## config.mk

```make
export PLATFORM = sky130hd
export DESIGN_NAME = bcd_clock_core
export DESIGN_NICKNAME = d
export VERILOG_FILES = /design/src/rtl/bcd_clock_core.sv
export SDC_FILE = /design/constraint.sdc
export NUM_CORES = 1
export LEC_CHECK = 0
export CAP_MARGIN = 20
export CORE_ASPECT_RATIO = 0.8
export CORE_UTILIZATION = 40
export DETAILED_ROUTE_END_ITERATION = 6
export PLACE_DENSITY = 0.74
export SYNTH_ARGS = -nofsm -noshare
export SYNTH_HDL_FRONTEND = slang
export SYNTH_SLANG_ARGS = --single-unit
```

## constraint.sdc

```tcl
create_clock -name clk -period 4.5 [get_ports clk]
set_clock_uncertainty 0.1 [all_clocks]
set_input_delay 0.9 -clock clk [delete_from_list [all_inputs] [get_ports clk]]
set_output_delay 0.9 -clock clk [all_outputs]
set_load 0.02 [all_outputs]
```

## src/rtl/bcd_clock_core.sv

```systemverilog
// rtl/bcd_clock_core.sv - parametrised BCD clock core: up/down count, UART command decode, staged digit loads
// Optional alarm (register, ALOAD state, 'A' command, alarm_hit) is built when BCD_CLOCK_ALARM_EN is defined.
module bcd_clock_core #(
    parameter int NFIELDS   = 2,
    parameter int TOP_MAX   = 59,
    parameter int LOWER_MAX = 59
) (
    input  logic                 clk,
    input  logic                 rst,
    input  logic                 rx_data_rdy,
    input  logic [7:0]           rx_data,
    input  logic                 sec_strb,
    output logic [8*NFIELDS-1:0] digits,
    output logic [8*NFIELDS-1:0] alarm_digits,
    output logic                 running,
    output logic                 count_down,
    output logic                 load_active,
    output logic [2:0]           load_idx,
    output logic                 zero_hit,
    output logic                 alarm_hit
);
    localparam int         W          = 8 * NFIELDS;
    localparam int         LAST       = 2 * NFIELDS - 1;
    localparam logic [2:0] COMMIT_IDX = 3'(2 * NFIELDS);
    localparam logic [7:0] TOP_BCD    = 8'((TOP_MAX / 10) * 16 + TOP_MAX % 10);
    localparam logic [7:0] LOW_BCD    = 8'((LOWER_MAX / 10) * 16 + LOWER_MAX % 10);

    typedef enum logic [1:0] {
        S_RUN,
        S_STOP,
        S_TLOAD
`ifdef BCD_CLOCK_ALARM_EN
        , S_ALOAD
`endif
    } state_t;

    state_t         state, state_n;
    logic           pre_run, pre_run_n;
    logic           count_down_n;
    logic [W-1:0]   digits_n;
    logic [W-1:0]   shadow, shadow_n;
    logic [2:0]     load_idx_n;
    logic           zero_hit_n;
    logic [W-1:0]   stepped;
    logic [7:0]     fld, fmax;
    logic           carry;
    logic           do_step;
    logic [7:0]     cmd;
    logic           is_digit, digit_ok;
    logic [3:0]     prev_tens;
    logic [7:0]     lim;
`ifdef BCD_CLOCK_ALARM_EN
    logic [W-1:0]   alarm_q, alarm_n;
    logic           step_q;
`endif

    assign cmd         = rx_data | 8'h20;  // fold letters to lower case
    assign load_active = (state != S_RUN) && (state != S_STOP);
    assign running     = (state == S_RUN) || (load_active && pre_run);
    assign do_step     = (state == S_RUN) && sec_strb && !(count_down && digits == '0);

    // One count step with ripple carry/borrow from the least significant field.
    always_comb begin
        stepped = digits;
        carry   = 1'b1;
        fld     = 8'h00;
        fmax    = 8'h00;
        for (int j = 0; j < NFIELDS; j++) begin
            fld  = digits[8*j +: 8];
            fmax = (j == NFIELDS - 1) ? TOP_BCD : LOW_BCD;
            if (carry) begin
                if (!count_down) begin
                    if (fld == fmax) begin
                        fld = 8'h00;
                    end else if (fld[3:0] == 4'd9) begin
                        fld   = {fld[7:4] + 4'd1, 4'd0};
                        carry = 1'b0;
                    end else begin
                        fld[3:0] = fld[3:0] + 4'd1;
                        carry    = 1'b0;
                    end
                end else begin
                    if (fld == 8'h00) begin
                        fld = fmax;
                    end else if (fld[3:0] == 4'd0) begin
                        fld   = {fld[7:4] - 4'd1, 4'd9};
                        carry = 1'b0;
                    end else begin
                        fld[3:0] = fld[3:0] - 4'd1;
                        carry    = 1'b0;
                    end
                end
            end
            stepped[8*j +: 8] = fld;
        end
    end

    // Range check of the incoming load digit against its field limit.
    always_comb begin
        is_digit  = (rx_data >= 8'h30) && (rx_data <= 8'h39);
        prev_tens = 4'd0;
        for (int k = 0; k < 2 * NFIELDS; k += 2) begin
            if (int'(load_idx) == k + 1) prev_tens = shadow[(LAST - k) * 4 +: 4];
        end
        lim = (load_idx < 3'd2) ? TOP_BCD : LOW_BCD;
        if (!load_idx[0]) digit_ok = (rx_data[3:0] <= lim[7:4]);
        else              digit_ok = ({prev_tens, rx_data[3:0]} <= lim);
    end

    always_comb begin
        state_n      = state;
        pre_run_n    = pre_run;
        count_down_n = count_down;
        digits_n     = digits;
        shadow_n     = shadow;
        load_idx_n   = load_idx;
        zero_hit_n   = 1'b0;
`ifdef BCD_CLOCK_ALARM_EN
        alarm_n      = alarm_q;
`endif
        if (do_step) begin
            digits_n = stepped;
            if (count_down && stepped == '0) begin
                zero_hit_n = 1'b1;
                state_n    = S_STOP;
            end
        end
        case (state)
            S_RUN, S_STOP: begin
                if (rx_data_rdy) begin
                    case (cmd)
                        8'h72: state_n = S_RUN;
                        8'h73: state_n = S_STOP;
                        8'h75: count_down_n = 1'b0;
                        8'h64: count_down_n = 1'b1;
                        8'h6c: begin
                            pre_run_n = (state_n == S_RUN);
                            state_n   = S_TLOAD;
                        end
`ifdef BCD_CLOCK_ALARM_EN
                        8'h61: begin
                            pre_run_n = (state_n == S_RUN);
                            state_n   = S_ALOAD;
                        end
`endif
                        default: ;
                    endcase
                end
            end
            default: begin
                // load_idx past the last digit marks the commit cycle
                if (load_idx == COMMIT_IDX) begin
`ifdef BCD_CLOCK_ALARM_EN
                    if (state == S_ALOAD) alarm_n  = shadow;
                    else                  digits_n = shadow;
`else
                    digits_n = shadow;
`endif
                    shadow_n   = '0;
                    load_idx_n = 3'd0;
                    state_n    = pre_run ? S_RUN : S_STOP;
                end else if (rx_data_rdy) begin
                    if (is_digit && digit_ok) begin
                        for (int k = 0; k < 2 * NFIELDS; k++) begin
                            if (int'(load_idx) == k) shadow_n[(LAST - k) * 4 +: 4] = rx_data[3:0];
                        end
                        load_idx_n = load_idx + 3'd1;
                    end else begin
                        shadow_n   = '0;
                        load_idx_n = 3'd0;
                        state_n    = pre_run ? S_RUN : S_STOP;
                    end
                end
            end
        endcase
    end

    always_ff @(posedge clk or negedge rst) begin
        if (!rst) begin
            state      <= S_RUN;
            pre_run    <= 1'b1;
            count_down <= 1'b0;
            digits     <= '0;
            shadow     <= '0;
            load_idx   <= 3'd0;
            zero_hit   <= 1'b0;
        end else begin
            state      <= state_n;
            pre_run    <= pre_run_n;
            count_down <= count_down_n;
            digits     <= digits_n;
            shadow     <= shadow_n;
            load_idx   <= load_idx_n;
            zero_hit   <= zero_hit_n;
        end
    end

`ifdef BCD_CLOCK_ALARM_EN
    // alarm_hit trails the step that produced the match by one cycle
    always_ff @(posedge clk or negedge rst) begin
        if (!rst) begin
            alarm_q   <= '0;
            step_q    <= 1'b0;
            alarm_hit <= 1'b0;
        end else begin
            alarm_q   <= alarm_n;
            step_q    <= do_step;
            alarm_hit <= step_q && (digits == alarm_q) && (alarm_q != '0);
        end
    end
    assign alarm_digits = alarm_q;
`else
    assign alarm_digits = '0;
    assign alarm_hit    = 1'b0;
`endif

endmodule

```

# Word-level counts from Yosys, hierarchy flattened
# Cells that the tools add are included.
op_classes:
  addsub: 9
  magnitude_cmp: 4
  n_eq_ne: 19
  mux: 46
  bitwise_logic: 1
  n_reduce_logical: 30
op_table:
  columns: ["operator", "count"]
  rows:
  - ["16-bit 2-to-1 mux", 6]
  - ["4-bit 2-to-1 mux", 14]
  - ["8-bit 2-to-1 mux", 7]
  - ["7-bit by 6-bit == test with 1-bit output (second input constant)", 5]
  - ["16-bit zero test", 2]
  - ["3-bit AND reduction", 6]
  - ["4-bit by 1-bit adder with 4-bit output (second input constant)", 4]
  - ["8-bit by 7-bit == test with 1-bit output (second input constant)", 2]
  - ["8-bit zero test", 2]
  - ["4-bit by 1-bit subtractor with 4-bit output (second input constant)", 4]
  - ["2-bit 2-to-1 mux", 7]
  - ["3-bit == test (second input constant)", 3]
  - ["3-bit 2-to-1 mux", 3]
  - ["4-bit == test (second input constant)", 2]
  - ["8-bit by 6-bit >= comparator with 1-bit output (second input constant)", 1]
  - ["8-bit by 6-bit less-or-equal comparator with 1-bit output (second input constant)", 1]
  - ["8-bit by 7-bit less-or-equal comparator with 1-bit output (second input constant)", 1]
  - ["1-bit logical AND", 8]
  - ["4-bit zero test", 2]
  - ["1-bit 2-to-1 mux", 7]
  - ["3-bit by 2-bit != test with 1-bit output (second input constant)", 2]
  - ["3-bit != test (second input constant)", 2]
  - ["2-bit one-hot mux with 3 select lines", 1]
  - ["2-bit nonzero test", 3]
  - ["13 further kinds", 14]
word_totals:
  reg_bits: 40
  input_bits: 12

# Depth between registers and ports, before layout
# Gate-level depths: netlist of run 1.
logic_depth:
  ltp_word: 13
  ltp_mapped: 9
  ltp_nobuf: 8

# Worst setup path after synthesis of run 1
# Ideal clock, no wire load.
synth_timing:
  path_kind: "input to register"
  startpoint: "in rx_data[1]"
  endpoint: "reg shadow[12]"
  arrival_ps: 2520
  required_time_ps: 4275
  setup_slack_ps: 1756
  stages: 7
  path_buffers: 1
  path_cell_list: "buf_2 > o211ai_1 > a21oi_1 > a2111o_1 > or2_2 > o21ai_2 > mux2_2"
synth_between:
  elab_chain_len: 6
  word_cells_on_any_way: 12
  cone_classes: "4 x order compare; 1 x eq/ne; 4 x mux; 3 x reduce/logical"
synth_lines:
  columns: ["item", "line", "source"]
  rows:
  - ["from (decl)", "11", "input logic [7:0] rx_data,"]
  - ["8-bit by 7-bit less-or-equal comparator with 1-bit output (tied with other cells)", "107", "else digit_ok = ({prev_tens, rx_data[3:0]} <= lim);"]
  - ["1-bit 2-to-1 mux or 1-bit logical AND (tied branches)", "106, 100", null]
  - ["1-bit logical AND *", "163", "if (is_digit && digit_ok) begin"]
  - ["16-bit 2-to-1 mux", "163", null]
  - ["16-bit 2-to-1 mux", "162", "end else if (rx_data_rdy) begin"]
  - ["16-bit 2-to-1 mux", "152", "if (load_idx == COMMIT_IDX) begin"]
  - ["to (signal assigned)", "192", "shadow <= shadow_n;"]
  - ["to (decl)", "41", "logic [W-1:0] shadow, shadow_n;"]
# Every way passes the cells marked *; elsewhere a longest branch is shown, timed or not. The select of a mux whose other input is x is not followed.
# A chain may end at the register's enable or synchronous reset.

# Worst setup path after layout of run 1
layout_timing:
  startpoint: "in rx_data[3]"
  endpoint: "reg shadow[0]"
# The elaborated chain is that of the path after synthesis.

==> key figures, run 1 <==
CTS
  • Resize count post-CTS: 0
  • Clock Tree Buf Depth: 2
  • Setup Buffers After CTS: 0
  • CTS sink count: 40
  • Hold bufs inserted after CTS: 0
  • Clk_lat worst skew: 0.29 ns
  • Cts bufs inserted: 5
  • Clk slew on worst S/H paths: 0.07 ns
  • Root Buffer: clkbuf_8
  • CTS tree: built
  • H-Tree Level Count: 2

Place
  • Hpwl dp: roughly 6 mm
  • Inst Count DP: 518
  • Placement Cell Area: roughly 0.0037 mm²
  • Final GP Congestion: 0.8540
  • Worst slack, placed: 0.8003 ns
  • Port bufs: 34

Hold path
  • Worst Hold Launch: state[0]
  • Worst hold path type: reg2reg

Drt
  • Wire per inst: ~15 µm
  • Vias per inst: roughly 5.8
  • Drt total wl: 8.152 mm
  • 1st-pass router iterations: 5
  • Routed Antenna Nets: 0
  • DRC viols: 0
  • Via count: 3,042
  • 1st-iter DRT viols: 200

Critical path
  • Required time of the critical path: 4.58 ns
  • Worst Path Max Fanout: 14
  • Reg2reg start: digits[8]
  • Crit path launch: rx_data[3]
  • CP max stage delay: ~0.70 ns
  • Crit path capture type: register
  • Critical-path cell list: clkdlybuf4s50_1 > o211a_1 > o21ai_0 > a2111oi_0 > or3_1 > nor2_1 > a32o_1
  • Arr. time, crit path: 3.51 ns
  • CP Launch Type: input pin
  • CP max-delay cell: clkdlybuf4s50_1
  • Crit Path Class: in2reg

Timing
  • RSZ-0062 raised after global routing: false
  • Tightest Pin Transition: 1.052 ns
  • Fin Setup TNS: 0 ns
  • Slack of the critical path: 1.067 ns
  • Hold_ws: 0.4077 ns
  • Fmax: 0.2913 GHz
  • Final setup vio count: 0
  • Final period util: 76.29%
  • Max Slew Vio Count: 0
  • Tmin final: 3.433 ns
  • Rel. slew slack: 28.94%
  • Final Hold Vio Count: 0

Logic synthesis
  • FFs w/ async S/R, synth: 100.0%
  • Synth top cells by count: dfrtp_1, nand2_1, a21oi_1
  • Area contributors post-synth: dfrtp_1, ha_1, nand2_1
  • Top-area cell type share of the netlist area: 28.95%
  • Synth Register Bits: 40
  • Synth Area per Inst: ~8.5 µm²
  • Main flop type after synthesis: dfrtp_1
  • Post-synth EDFFs: 0
  • Mapped Area: between 0.003 and 0.004 mm²
  • Register area share after synthesis: 29.73%
  • Leading area contributor after synthesis: dfrtp_1
  • Ys Warns: 0
  • Cells after Synth: roughly 400
  • Unique cell type count in the Yosys netlist: 77

Floorplanning
  • Initial core utilization: 41.85%
  • Die Footprint: about 0.009 mm²
  • Die H: 84.11 µm
  • Core area: approximately 0.0081 mm²
  • Die W: 104.6 µm
  • Rows: 29
  • IO Count: 52

Final layout
  • Fin area: 0.003790 mm²
  • Fin nets: 449
  • Layout cells sized above 1: 7.177%
  • P&R area growth vs syn: 12.43%
  • # diodes: 0
  • Finished Core Util: 47.05%
  • Non-filler cells, final: 526

Power
  • Pwr/cell area: 427.6 mW/mm²
  • Sw frac: between 40 and 50%
  • Clock Power Share: 17.6%
  • Leak Pwr: 1.535 nW
  • Flop pwr share: 34.3%
  • P_sw: 0.6889 mW
  • Maximum vdd drop: 0.0001995 V
  • Combinational power share: 48.2%
  • Total Power: around 1.6 mW
  • Internal power: 0.9316 mW

Global route
  • Largest net degree at the start of global routing: 41
  • Initial antenna violation count: 0
  • First-pass GRT wire length: 13.63 mm
  • Total grt overflow: 0
  • Global Route Usage Sum: 18.95%
  • Number of global-route vias before repair: 2,780

Outcome
  • Run status: complete, no violations

Flow run
  • Max_cap viols: 0
worst max-delay path, delay by kind of cell:
kind                   cells  cell delay (ns)
buffers and inverters      1             0.70
AOI/OAI and AO/OA          4             1.19
and+or+nand+nor            2             0.72
worst paths after layout:
check,to,cells after the start,slack [ns]
max in group asynchronous,shadow[6],1,3.13
min in group asynchronous,load_idx[1],1,0.62
hold reg to reg,pre_run,1,0.41
setup reg to reg,state[0],8,1.12
setup / recovery,shadow[0],7,1.07
hold / removal,pre_run,1,0.41
power groups by stage:
| stage | clock (mW) | sequential (mW) | combinational, mW |
|---|---|---|---|
| after floorplan | 0 | 0.554 | 0.544 |
| after global placement | 0 | 0.554 | 0.754 |
| after detailed placement | 0 | 0.557 | 0.770 |
| after CTS | 0.290 | 0.551 | 0.774 |
| after global routing | 0.307 | 0.575 | 0.865 |
| final | 0.284 | 0.555 | 0.781 |
routing by layer:
layer  global-route usage [%]  routed length, µm  vias to the layer above
li1                         -                  -                     1476
met1                    27.93               3998                     1418
met2                    27.87               3500                      135
met3                    3.591                535                       13
met4                    5.890                117                        0
met5                        0                  0                        -
placed cells by master (no fill, tap or decap), drive strengths merged, types with 4 or more instances in the layout:
master         instances
a221oi                 4
o21ai                 38
and3                   6
o211ai                 4
nor3                  11
nand2                 39
nand3                  8
ha                    20
dfrtp                 39
mux2                   5
nand2b                 4
buf                    4
conb                  17
a32o                   5
clkdlybuf4s50         33
o31ai                  6
nor2                  23
nor3b                  5
nor4                   6
a21oi                 28
a22oi                  4
clkbuf                 6
nand3b                 8
nor2b                  5
inv                   18
mux2i                  4
or3b                   4
area by class of cell:
cell class	instances	area, µm²
well taps	108	135.1
clock inverters	2	35.03
inverters	18	67.56
fillers	804	4265
repair buffers	37	357.8
clock buffers	6	72.57
multi-input cells	315	2120
flip-flops and latches	40	1002
cell families after synthesis:
family,Yosys count,synth area share (%)
muxes,10,3.526
buffers and inverters,59,9.168
AOI/OAI and AO/OA,121,24.68
other,1,0.1113
and+or+nand+nor,146,25.09
xor gates and xnor gates,1,0.2599
DFF,40,29.73
adders and majority gates,20,7.424
sequential cells by signal (all words and copies together), names as in the netlist:
signal	cells
shadow	16
count_down	1
load_idx	3
digits	16
state	2
pre_run	1
zero_hit	1
(Power assumes the default switching activity.)
==> run 2, diff against run 1 <==
- clock period: 4.5 -> 3.6 ns (I/O delays scaled with it)
==> run 2 against run 1 <==
Register-to-register slack got worse by 0.44 ns. Critical path depth increased by 1. Sequential cell count unchanged. Clock-buffer cell count fell by 1. Final area up 0.69%. Total power grew 25%. Hold slack better by 0.0028 ns. Setup slack got worse by 0.51 ns. Core utilization rose by 0.33 points. Sequential share of layout area down 0.18 points. Sequential power rose by 25%. Die area is the same.
==> key figures, run 2 (synthesized netlist as in run 1, its figures left out) <==
Power
  • P_sw: 0.8665 mW
  • Flop pwr share: 34.2%
  • Leak Pwr: 1.549 nW
  • Clock Power Share: between 15 and 20%
  • Sw frac: between 40% and 50%
  • Pwr/cell area: 532.2 mW/mm²
  • Combinational power share: 48.0%
  • Maximum vdd drop: approximately 0.00021 V
  • Internal power: 1.165 mW

Global route
  • Met2 usage: roughly 28%
  • Met3 Use GR: 2.966%
  • Number of global-route vias before repair: 2,819
  • Largest net degree at the start of global routing: 41
  • Initial antenna violation count: 0
  • GRT busiest layer: met2
  • Total grt overflow: 0
  • Global Route Usage Sum: 18.69%
  • First-pass GRT wire length: 13.57 mm
  • Met1 usage: 27.40%

Timing
  • Final period util: 84.53%
  • RSZ-0062 raised after global routing: false
  • Fin Setup TNS: 0 ns
  • Fmax: 0.3286 GHz
  • Max Slew Vio Count: 0
  • Final setup vio count: 0
  • Hold_ws: just over 0.4 ns
  • Tightest Pin Transition: 1.012 ns
  • Final Hold Vio Count: 0
  • Tmin final: 3.043 ns
  • Rel. slew slack: approximately a third

Final layout
  • P&R area growth vs syn: 13.21%
  • Filler Cells Inserted: 791
  • Top flop regs: digits: 16 flops, shadow: 16 flops, load_idx: 3 flops
  • Fin nets: 452
  • Finished Core Util: about 47%
  • # diodes: 0
  • Non-filler cells, final: 529
  • Layout cells sized above 1: 8.076%
  • FF+latch area: 0.001002 mm²
  • Multi-input logic area: 0.002120 mm²
  • Fin area: ~0.0038 mm²
  • Most frequent cells in the layout: nand2_1, dfrtp_1, clkdlybuf4s50_1

CTS
  • Clk_lat worst skew: approximately 0.29 ns
  • Clk slew on worst S/H paths: 0.07 ns
  • Setup Buffers After CTS: 0
  • H-Tree Level Count: 2
  • CTS sink count: 40
  • Resize count post-CTS: 0
  • Root Buffer: clkbuf_8
  • Cts bufs inserted: 5
  • CTS tree: built
  • Clock Tree Buf Depth: 2
  • Hold bufs inserted after CTS: 0

Critical path
  • Crit Path Class: in2reg
  • Required time of the critical path: 3.68 ns
  • CP Launch Type: input pin
  • Flop2flop setup slack: between 0.6 and 0.7 ns
  • R2R Path End: state[0]
  • FF-to-FF path depth: 8
  • Crit path capture type: register
  • Arr. time, crit path: 3.12 ns
  • Reg2reg start: digits[8]
  • Worst Path Max Fanout: 9

Drt
  • DRC viols: 0
  • Wire per inst: 15.47 µm
  • 1st-pass router iterations: 5
  • Via count: 3,021
  • Vias per inst: 5.711
  • 1st-iter DRT viols: 204
  • Routed Antenna Nets: 0
  • Drt total wl: 8.186 mm

Floorplanning
  • Die Footprint: 0.008800 mm²
  • Die H: roughly 84 µm
  • Initial core utilization: 41.85%
  • Core area: 0.008055 mm²
  • Die W: 104.6 µm
  • Rows: 29
  • IO Count: 52

Place
  • Inst Count DP: about 520
  • Placement Cell Area: 0.003705 mm²
  • Port bufs: 34
  • Final GP Congestion: 0.8817
  • Hpwl dp: about 6.2 mm

Outcome
  • Run status: complete, no violations

Hold path
  • Worst hold path type: reg2reg
  • Worst hold stages: 1
  • Hold Path Sink: digits[15]
  • Worst Hold Launch: shadow[15]

Flow run
  • Max_cap viols: 0
## run 2: cell count changes in the layout (fill, tap and decap cells not counted), sizes merged
cell,delta
buf,+3
clkinvlp,+1
clkbuf,-1
## run 2: worst max path at each step
stage,end,from,cells past startpoint,slack (ns)
after global placement,shadow[14],rx_data[1],8,0.42
after detailed placement,shadow[12],rx_data[1],8,0.29
final,shadow[12],rx_data[1],8,0.56
after floorplan,state[0],digits[0],9,0.99
after CTS,shadow[12],rx_data[1],8,0.60
after global routing,shadow[12],rx_data[1],8,0.33
## run 2: worst max-delay path, cell delays in order
cell             delay [ns]
clkdlybuf4s50_1        0.65
o211a_1                0.20
o21ai_0                0.07
a2111oi_0              0.60
or3_1                  0.35
buf_4                  0.21
nor2_1                 0.05
mux2_2                 0.26
## run 2: power by group through the flow
stage,clock [mW],sequential (mW),combinational [mW]
floorplan,0,0.692,0.681
global placement,0,0.693,0.946
detailed placement,0,0.698,0.964
CTS,0.368,0.689,0.969
global route,0.384,0.717,1.07
finish,0.361,0.694,0.976
## run 2: final cells by class
class                           count  share of cell area, %
Timing Repair Buffer               40                  9.967
Multi-Input combinational cell    315                  55.54
Tap cell                          108                  3.541
Clock inverter                      3                  1.115
Sequential cell                    40                  26.26
Clock buffer                        5                  1.803
Inverter                           18                  1.770
## run 2: per-stage QoR
stage / power (mW) / setup slack, ns
floorplan: 1.373 / 0.9914
global placement: 1.640 / 0.4183
detailed placement: 1.662 / 0.2921
CTS: 2.027 / 0.5997
global route: 2.169 / 0.3327
finish: 2.031 / 0.5570
## run 2: routing by layer
metal / wire, µm / up-vias
met5: 0 / -
met4: 94 / 0
met3: 462 / 12
met2: 3534 / 98
met1: 4095 / 1436
li1: - / 1475
==> run 3, diff against run 2 <==
- PLACE_DENSITY: 0.74 -> 0.77
- clock period: 3.6 -> 2.49 ns (I/O delays scaled with it)
==> run 3 against run 2 <==
The flow now finishes with violations (setup timing). Total power increased by 80%. Core utilization increased by 10 points. Global-route usage is 3.1 points higher. Sequential cell count unchanged. Sequential share of layout area decreased by 4.5 points. Clock power rose by 45%. Final cell count rose by 16%. Hold slack got worse by 0.20 ns. Via count is 13% higher. Sequential power grew 29%. Highest routed layer unchanged.
==> key figures, run 3 (synthesized netlist as in run 1, its figures left out) <==
Timing
  • Max Slew Vio Count: 0
  • Fmax: 0.3962 GHz
  • Rel. slew slack: 41.32%
  • Hold_ws: 0.2126 ns
  • Final setup vio count: 1
  • Final Hold Vio Count: 0
  • Tightest Pin Transition: between 0.8 and 0.9 ns
  • RSZ-0062 raised after global routing: true
  • Tmin final: 2.524 ns
  • Final period util: 101.4%
  • Slack of the critical path: -0.03410 ns

Critical path
  • Crit Path Class: reg2reg
  • R2R Path End: state[0]
  • CP max stage delay: 0.55 ns
  • Required time of the critical path: 2.61 ns
  • Crit path capture type: register
  • Worst Path Max Fanout: 6
  • CP max-delay cell: or4b_4
  • Flop2flop setup slack: -0.03 ns
  • Arr. time, crit path: 2.65 ns
  • Reg2reg start: digits[5]
  • FF-to-FF path depth: 7
  • Critical-path cell list: buf_4 > or3_1 > or2_1 > a211oi_2 > o211ai_1 > or4b_4 > a22oi_2
  • CP Launch Type: register

CTS
  • Hold bufs inserted after CTS: 0
  • Clock Tree Buf Depth: 2
  • Root Buffer: clkbuf_8
  • Clk_lat worst skew: 0.30 ns
  • H-Tree Level Count: 2
  • Cts bufs inserted: 5
  • CTS sink count: 40
  • Clk slew on worst S/H paths: ~0.080 ns
  • CTS tree: built

Final layout
  • Most frequent cells in the layout: buf_4, nand2_1, dfrtp_1
  • Fin nets: 535
  • Top flop regs: digits: 16 flops, shadow: 16 flops, load_idx: 3 flops
  • Finished Core Util: 57.61%
  • # diodes: 0
  • Filler Cells Inserted: just over 700
  • Fin area: between 0.004 and 0.005 mm²
  • Multi-input logic area: about 0.0023 mm²
  • FF+latch area: 0.001011 mm²
  • Layout cells sized above 1: 30.75%
  • P&R area growth vs syn: 37.68%
  • Commonest non-fill, non-tap cell in the layout: buf_4

Outcome
  • Run status: finished, violations left
  • Failing checks: setup timing

Drt
  • Routed Antenna Nets: 0
  • Wire per inst: 15.56 µm
  • Via count: between 3k and 4k
  • Drt total wl: 9.522 mm
  • DRC viols: 0
  • 1st-iter DRT viols: 173
  • 1st-pass router iterations: 5
  • Vias per inst: approximately 5.6

Power
  • Total Power: roughly 3.7 mW
  • Pwr/cell area: 788.2 mW/mm²
  • Leak Pwr: 2.003 nW
  • Internal power: about 2.2 mW
  • Maximum vdd drop: 0.0003959 V
  • Sw frac: 40.12%
  • Clock Power Share: 14.3%
  • P_sw: 1.467 mW
  • Flop pwr share: 24.5%
  • Combinational power share: 61.2%

Place
  • Port bufs: 34
  • Placement Cell Area: 0.004290 mm²
  • Final GP Congestion: 0.9731
  • Hpwl dp: roughly 7.2 mm

Floorplanning
  • Die W: 104.6 µm
  • Die Footprint: roughly 0.009 mm²
  • Core area: approximately 0.0081 mm²
  • IO Count: 52
  • Initial core utilization: 41.85%
  • Rows: 29
  • Die H: 84.11 µm

Global route
  • First-pass GRT wire length: 15.68 mm
  • Global Route Usage Sum: 21.80%
  • Initial antenna violation count: 0
  • Largest net degree at the start of global routing: 41
  • Total grt overflow: 0
  • Number of global-route vias before repair: 3,192

Hold path
  • Worst hold path type: in2async

Flow run
  • Max_cap viols: 0
-- run 3: cell count changes in the layout (fill, tap and decap cells not counted), moves of 4 or more --
cell	before	now
dfrtp_1	39	32
ha_1	20	15
ha_2	0	4
buf_4	6	84
dfrtp_2	0	7
-- run 3: worst max-delay path by stage --
stage / from / endpoint / slack, ns / cells after the start
global placement: rx_data[1] / shadow[0] / -0.28 / 8
global route: digits[0] / state[0] / -0.12 / 8
finish: digits[5] / state[0] / -0.03 / 7
CTS: rx_data[1] / shadow[14] / 0.0002 / 7
detailed placement: rx_data[1] / shadow[3] / -0.39 / 8
floorplan: digits[9] / state[0] / -0.02 / 9
-- run 3: layout make-up --
| cell class | count | area share [%] |
|---|---|---|
| flip-flops and latches | 40 | 21.78 |
| multi-input cells | 315 | 49.20 |
| inverters | 18 | 1.456 |
| well taps | 108 | 2.912 |
| clock inverters | 3 | 0.9167 |
| clock buffers | 5 | 1.483 |
| repair buffers | 123 | 22.24 |
-- run 3: per-layer routing --
metal / track usage (%) / vias up / share of wire [%]
met5: 0 / - / 0
met4: 5.506 / 0 / 2.0
met3: 2.342 / 18 / 4.8
met2: 35.40 / 119 / 45
met1: 31.08 / 1628 / 48
li1: - / 1640 / -
-- run 3: what timing repair did --
action,in CTS,in global routing
setup buffers,2,5
hold endpoints to repair,0,0
resized for setup,18,26
pin swaps,6,8
setup endpoints to repair,12,23
cloned,0,2
-- run 3: critical path: cells and delay by family (launching register included) --
family / cells / cell delay (ns)
flip-flops: 1 / 0.42
AND/OR/NAND/NOR: 3 / 1.16
buffers and inverters: 1 / 0.16
AO/OA/AOI/OAI: 3 / 0.61
-- run 3: power by group through the flow --
stage                     Sequential, mW  Clock (mW)  Combinational, mW
after floorplan                     1.01           0               1.00
after global placement             0.889           0               1.98
after detailed placement           0.895           0               2.03
after CTS                          0.885       0.538               2.13
after global routing               0.914       0.566               2.43
final                              0.895       0.524               2.24
-- run 3: metrics by stage --
step | cells | setup WS, ns | TNS, ns
after floorplan | 414 | -0.01895 | -0.01895
after global placement | 595 | -0.2819 | -3.536
after detailed placement | 595 | -0.3894 | -5.446
after global routing | 612 | -0.1198 | -0.5190
after CTS | 605 | 0.0001954 | 0
final | 612 | -0.03410 | -0.03410
